**config.mk**
```make
export PLATFORM = sky130hd
export DESIGN_NAME = rev_logic_unit
export DESIGN_NICKNAME = d
export VERILOG_FILES = /design/src/rtl/rev_alu_pkg.sv /design/src/rtl/rev_logic_slice.sv /design/src/rtl/rev_logic_unit.sv
export SDC_FILE = /design/constraint.sdc
export NUM_CORES = 1
export LEC_CHECK = 0
export CORE_MARGIN = 4
export CORE_UTILIZATION = 45
export CTS_CLUSTER_DIAMETER = 150
export DETAILED_ROUTE_END_ITERATION = 8
export GPL_TIMING_DRIVEN = 0
export PLACE_DENSITY = 0.7
export REMOVE_ABC_BUFFERS = 1
export SYNTH_ARGS = -nofsm -noshare
export SYNTH_HDL_FRONTEND = slang
export SYNTH_HIERARCHICAL = 1
export SYNTH_SLANG_ARGS = --single-unit
export TNS_END_PERCENT = 1
```
**constraint.sdc**
```tcl
create_clock -name clk -period 5.55 [get_ports clk]
set_input_delay 1.11 -clock clk [delete_from_list [all_inputs] [get_ports clk]]
set_output_delay 1.11 -clock clk [all_outputs]
set_load 0.02 [all_outputs]
```
**src/rtl/rev_alu_pkg.sv**
```systemverilog
// Shared constants for the reversible ALU: operation codes and the
// depth of the result buffer used between the logic unit and writeback.
package rev_alu_pkg;

   localparam logic [1:0] REV_OP_AND  = 2'b00;
   localparam logic [1:0] REV_OP_OR   = 2'b01;
   localparam logic [1:0] REV_OP_XOR  = 2'b10;
   localparam logic [1:0] REV_OP_XNOR = 2'b11;

   localparam int REV_BUF_DEPTH = 2;

endpackage

```
**src/rtl/rev_logic_slice.sv**
```systemverilog
// One-bit reversible logic slice built from Toffoli and Feynman gates.
// Optional feature macro: REV_ANCILLA_CHECK_EN -- when defined, the slice
// also reconstructs its operand bits from the gates' pass-through outputs
// so the top can confirm the gates behaved reversibly.

// Toffoli (CCNOT) gate: controls pass through, target flips when both set.
module toffoli (
   input  logic i_a,
   input  logic i_b,
   input  logic i_c,
   output logic o_p,
   output logic o_q,
   output logic o_r
);
   assign o_p = i_a;
   assign o_q = i_b;
   assign o_r = i_c ^ (i_a & i_b);
endmodule

// Feynman (CNOT) gate: control passes through, target flips when control set.
module feynman (
   input  logic i_a,
   input  logic i_b,
   output logic o_p,
   output logic o_q
);
   assign o_p = i_a;
   assign o_q = i_a ^ i_b;
endmodule

module rev_logic_slice
   import rev_alu_pkg::*;
(
   input  logic       i_a,
   input  logic       i_b,
   input  logic [1:0] i_op,
   output logic       o_y
`ifdef REV_ANCILLA_CHECK_EN
   ,
   output logic       o_pa,
   output logic       o_pb
`endif
);

   logic w_na;
   logic w_nb;
   logic w_and;
   logic w_or;
   logic w_xor;
   logic w_xnor;

   assign w_na = ~i_a;
   assign w_nb = ~i_b;

`ifdef REV_ANCILLA_CHECK_EN
   logic w_andP;
   logic w_andQ;
   logic w_orP;
   logic w_orQ;
   logic w_xorP;
   logic w_invP;

   toffoli uAnd (.i_a(i_a),  .i_b(i_b),  .i_c(1'b0), .o_p(w_andP), .o_q(w_andQ), .o_r(w_and));
   toffoli uOr  (.i_a(w_na), .i_b(w_nb), .i_c(1'b1), .o_p(w_orP),  .o_q(w_orQ),  .o_r(w_or));
   feynman uXor (.i_a(i_a),  .i_b(i_b),  .o_p(w_xorP), .o_q(w_xor));
   feynman uInv (.i_a(1'b1), .i_b(w_xor), .o_p(w_invP), .o_q(w_xnor));

   // Recover the operand bits from the active gate's outputs; the XOR/XNOR
   // paths recover b by running the Feynman relation backwards.
   always_comb begin
      o_pa = w_xorP;
      o_pb = w_xorP ^ w_xor;
      case (i_op)
         REV_OP_AND: begin
            o_pa = w_andP;
            o_pb = w_andQ;
         end
         REV_OP_OR: begin
            o_pa = ~w_orP;
            o_pb = ~w_orQ;
         end
         REV_OP_XOR: begin
            o_pa = w_xorP;
            o_pb = w_xorP ^ w_xor;
         end
         default: begin
            o_pa = w_xorP;
            o_pb = w_xorP ^ (w_invP ^ w_xnor);
         end
      endcase
   end
`else
   toffoli uAnd (.i_a(i_a),  .i_b(i_b),  .i_c(1'b0), .o_p(), .o_q(), .o_r(w_and));
   toffoli uOr  (.i_a(w_na), .i_b(w_nb), .i_c(1'b1), .o_p(), .o_q(), .o_r(w_or));
   feynman uXor (.i_a(i_a),  .i_b(i_b),  .o_p(), .o_q(w_xor));
   feynman uInv (.i_a(1'b1), .i_b(w_xor), .o_p(), .o_q(w_xnor));
`endif

   // Select which gate target drives the slice result.
   always_comb begin
      o_y = w_and;
      case (i_op)
         REV_OP_AND:  o_y = w_and;
         REV_OP_OR:   o_y = w_or;
         REV_OP_XOR:  o_y = w_xor;
         default:     o_y = w_xnor;
      endcase
   end

endmodule

```
**src/rtl/rev_logic_unit.sv**
```systemverilog
// Pipelined reversible logic unit: WIDTH bit slices feed a two-entry
// result buffer with valid/ready on both sides and a completed-op counter.
// Optional feature macro: REV_ANCILLA_CHECK_EN -- enables the sticky
// anc_err flag that checks the gates' pass-through outputs on each accept.
module rev_logic_unit
   import rev_alu_pkg::*;
#(
   parameter int WIDTH = 8,
   parameter int CNT_W = 16
) (
   input  logic             clk,
   input  logic             rst_n,
   input  logic             in_valid,
   output logic             in_ready,
   input  logic [WIDTH-1:0] in_a,
   input  logic [WIDTH-1:0] in_b,
   input  logic [1:0]       in_op,
   output logic             out_valid,
   input  logic             out_ready,
   output logic [WIDTH-1:0] out_data,
   output logic [1:0]       out_op,
   output logic [CNT_W-1:0] op_count,
   output logic             anc_err
);

   localparam logic [1:0] DEPTH_C = 2'(REV_BUF_DEPTH);

   logic [1:0]       r_count;
   logic [WIDTH-1:0] r_data [REV_BUF_DEPTH];
   logic [1:0]       r_op   [REV_BUF_DEPTH];
   logic [CNT_W-1:0] r_opCount;
   logic [WIDTH-1:0] w_result;
   logic             w_push;
   logic             w_pop;

`ifdef REV_ANCILLA_CHECK_EN
   logic [WIDTH-1:0] w_pa;
   logic [WIDTH-1:0] w_pb;
   logic             r_ancErr;
`endif

   // Bit slices are independent, so one instance per operand bit.
   for (genvar gi = 0; gi < WIDTH; gi++) begin : gSlice
      rev_logic_slice uSlice (
         .i_a  (in_a[gi]),
         .i_b  (in_b[gi]),
         .i_op (in_op),
         .o_y  (w_result[gi])
`ifdef REV_ANCILLA_CHECK_EN
         ,
         .o_pa (w_pa[gi]),
         .o_pb (w_pb[gi])
`endif
      );
   end

   // in_ready comes only from the registered count, so downstream ready
   // never reaches the upstream handshake combinationally.
   assign in_ready  = (r_count < DEPTH_C);
   assign out_valid = (r_count != 2'd0);
   assign out_data  = r_data[0];
   assign out_op    = r_op[0];
   assign op_count  = r_opCount;
   assign w_push    = in_valid && in_ready;
   assign w_pop     = out_valid && out_ready;

   // Two-entry FIFO with the head always in slot 0; a pop shifts slot 1
   // forward, and a simultaneous push/pop can only happen with one entry.
   always_ff @(posedge clk or negedge rst_n) begin
      if (!rst_n) begin
         r_count <= 2'd0;
         for (int i = 0; i < REV_BUF_DEPTH; i++) begin
            r_data[i] <= '0;
            r_op[i]   <= 2'b00;
         end
      end else begin
         case ({w_push, w_pop})
            2'b10: begin
               r_data[r_count[0]] <= w_result;
               r_op[r_count[0]]   <= in_op;
               r_count            <= r_count + 2'd1;
            end
            2'b01: begin
               r_data[0] <= r_data[1];
               r_op[0]   <= r_op[1];
               r_count   <= r_count - 2'd1;
            end
            2'b11: begin
               r_data[0] <= w_result;
               r_op[0]   <= in_op;
            end
            default: begin
               r_count <= r_count;
            end
         endcase
      end
   end

   // Count results handed to writeback; wraps naturally at the top.
   always_ff @(posedge clk or negedge rst_n) begin
      if (!rst_n) begin
         r_opCount <= '0;
      end else if (w_pop) begin
         r_opCount <= r_opCount + CNT_W'(1);
      end
   end

`ifdef REV_ANCILLA_CHECK_EN
   // Reversible gates must hand back their inputs untouched; any
   // difference on an accepted beat latches an error until reset.
   always_ff @(posedge clk or negedge rst_n) begin
      if (!rst_n) begin
         r_ancErr <= 1'b0;
      end else if (w_push && ((w_pa != in_a) || (w_pb != in_b))) begin
         r_ancErr <= 1'b1;
      end
   end

   assign anc_err = r_ancErr;
`else
   assign anc_err = 1'b0;
`endif

endmodule

```
==> results.md <==
- Outcome: complete, no violations
- CP endpoint kind: register
- Syn Area/Cell: 9.88 um2
- GPL Wtd Cong: ~0.73
- Placeable core region: approximately 5200 um2
- First-pass GRT wire length: approximately 7.8 mm
- Worst setup SP type: primary input
- Pleak: 1.38 nW
- Worst R2R Path Depth: 7
- Crit path capture: out_data[4]
- Clock skew: 0.00465 ns
- Worst Hold Class: reg -> reg
- Fin Setup TNS: 0 ns
- Reg-to-reg slack, setup: about 3.5 ns
- Vias: ~1800
- Setup WS post-layout: about 2.8 ns
- CTS hold repair buffers: 0
- Nets: roughly 320
- Max cap viols: 0
- Fin Hold WS: approximately 0.47 ns
- Critical path origin: in_op[0]
- # H-tree levels: 2
- Area of the multi-input gates: roughly 1300 um2
- Setup violations, final: 0
- Width of the chip: 82.1 um
- Period utilization: 49.8%
- Switching power total: ~0.00044 W
- Initial Utilization: a little under half
- CTS Sinks: 38
- Worst-Skew Late Latency: about 0.28 ns
- Num CTS Buffers: 5
- Pins Over Slew Limit: 0
- CTS tree: yes
- Place WS: 2.46 ns
- Comb pwr share: between 40% and 50%
- # port buffers: a little under 50
- Yosys warnings: 6
- Post_cts resized: 0
- Root buffer cell: clkbuf_8
- Die Height: between 80 and 90 um
- Area grow syn2layout: 23.1%
- Hold Crit Start: op_count[15]
- Internal: roughly 0.00073 W
- Max Clk Rate: 362 MHz
- Worst Setup Path Type: in -> reg
- FILL cells: 470
- Routed vias/inst: between 4 and 5
- Die area: 6740 um2
- Arr. time, crit path: 2.92 ns
- Routed Wire Length: ~4.5 mm
- Least-Margin Pin Slew: ~0.84 ns
- Drt initial violations: slightly above 100
- Placed wire-length estimate: 3.31 mm
- Worst rel slew slack: 43.9%
- Synth Instances: 250
- Routed Antenna Nets: 0
- Minimum clock period: approximately 2.8 ns
- Sequential Power Share: 37.5%
- Setup Buffers After CTS: 0
- Worst IR drop on VDD: just under 200 uV
- Cell Pwr Density: ~390 nW/um2
- Required @ worst endpoint: 5.71 ns
- Vias in the first global route: roughly 1800
- Top Ports: 51
- Largest net degree at the start of global routing: 39
- Initial antenna violation count: 0
- N_diodes: 0
- Final core occ: 58.4%
- Remaining Overflow, GRT: 0
- Netlist Area Pre-Place: between 2000 and 2500 um2
- Num rows: 26
- Hold Fails Final Rpt: 0
- R2R Path Start: r_count[0]
- Pre-antenna DRT Iters: 4
- Layout cells sized above 1: a little over a tenth
- Switch share: between 30% and 40%
- FF-to-FF End: out_op[0]
- Clock transition at path regs: about 0.080 ns
- Worst-path maximum fanout: 11
- RSZ-0062 raised after global routing: no
- Seq. cell area: around 950 um2
- Clk pwr share: between 10% and 20%
- DRC: 0
- Clock buffer depth: 2
- GRT Overall Usage: between 10% and 20%
- Avg WL per Cell: around 12 um
[cells in the final DEF, fill, tap and decap left out]
cell	instances
dfrtp_1	38
and4_1	4
xor2_1	21
xnor2_1	29
clkinvlp_4	1
o31ai_1	10
nand3_1	5
buf_2	1
ha_1	5
clkinv_2	1
nand2_1	33
nand2_2	1
a22oi_1	10
conb_1	25
inv_1	18
and3_1	3
a21oi_1	10
mux2_2	11
clkdlybuf4s50_1	48
nand2b_1	1
inv_2	2
o21bai_1	1
clkbuf_8	6
nand4_1	4
mux4_2	8
[critical path, cell delays in order]
cell and delay [ns]:
clkdlybuf4s50_1 0.91, mux4_2 0.62, a21oi_1 0.18, o31ai_1 0.09
[power groups by stage]
stage | sequential, W | clock, W | combinational, W
after detailed placement | 0.000445 | 0 | 0.000545
after floorplan | 0.000493 | 0 | 0.000285
after CTS | 0.000442 | 0.000202 | 0.000545
final | 0.000441 | 0.000197 | 0.000537
after global placement | 0.000444 | 0 | 0.000532
after global routing | 0.000455 | 0.000210 | 0.000596
[registers in the layout, indices dropped and copies added (netlist names)]
register,flops
r_count,2
r_data,8
op_count,16
r_op,2
out_data,8
out_op,2
[how the worst min path moves through the flow]
stage                   endpoint  slack, ns  depth (start not counted)
global placement     out_data[1]       0.46                          2
detailed placement    r_count[1]       0.46                          1
CTS                   r_count[1]       0.48                          1
finish              op_count[15]       0.47                          1
global route          r_count[1]       0.49                          1
floorplan             r_count[1]       0.44                          1
[metrics by stage]
| stage | cells | area (um2) | power [W] |
|---|---|---|---|
| 2_1_floorplan | 239 | 2370 | 0.000778 |
| 3_3_place_gp | 358 | 2950 | 0.000976 |
| 3_5_place_dp | 358 | 2950 | 0.000990 |
| 4_1_cts | 366 | 3040 | 0.00119 |
| 5_1_grt | 366 | 3040 | 0.00126 |
| 6_report | 366 | 3040 | 0.00117 |
[layer usage]
metal	routed length [um]	GRT usage [%]
met1	1900	17.3
met2	2280	26.6
met3	247	2.52
met4	57	6.48
met5	0	0
[cell type report]
cell class	count	share of cell area, %
multi-input combinational	181	44.3
sequential	38	31.3
timing repair buffer	49	16.0
tap	70	2.88
clock buffer	6	2.72
inverter	20	2.47
clock inverter	2	0.412
No activity file was read; power rests on OpenSTA's default activity.
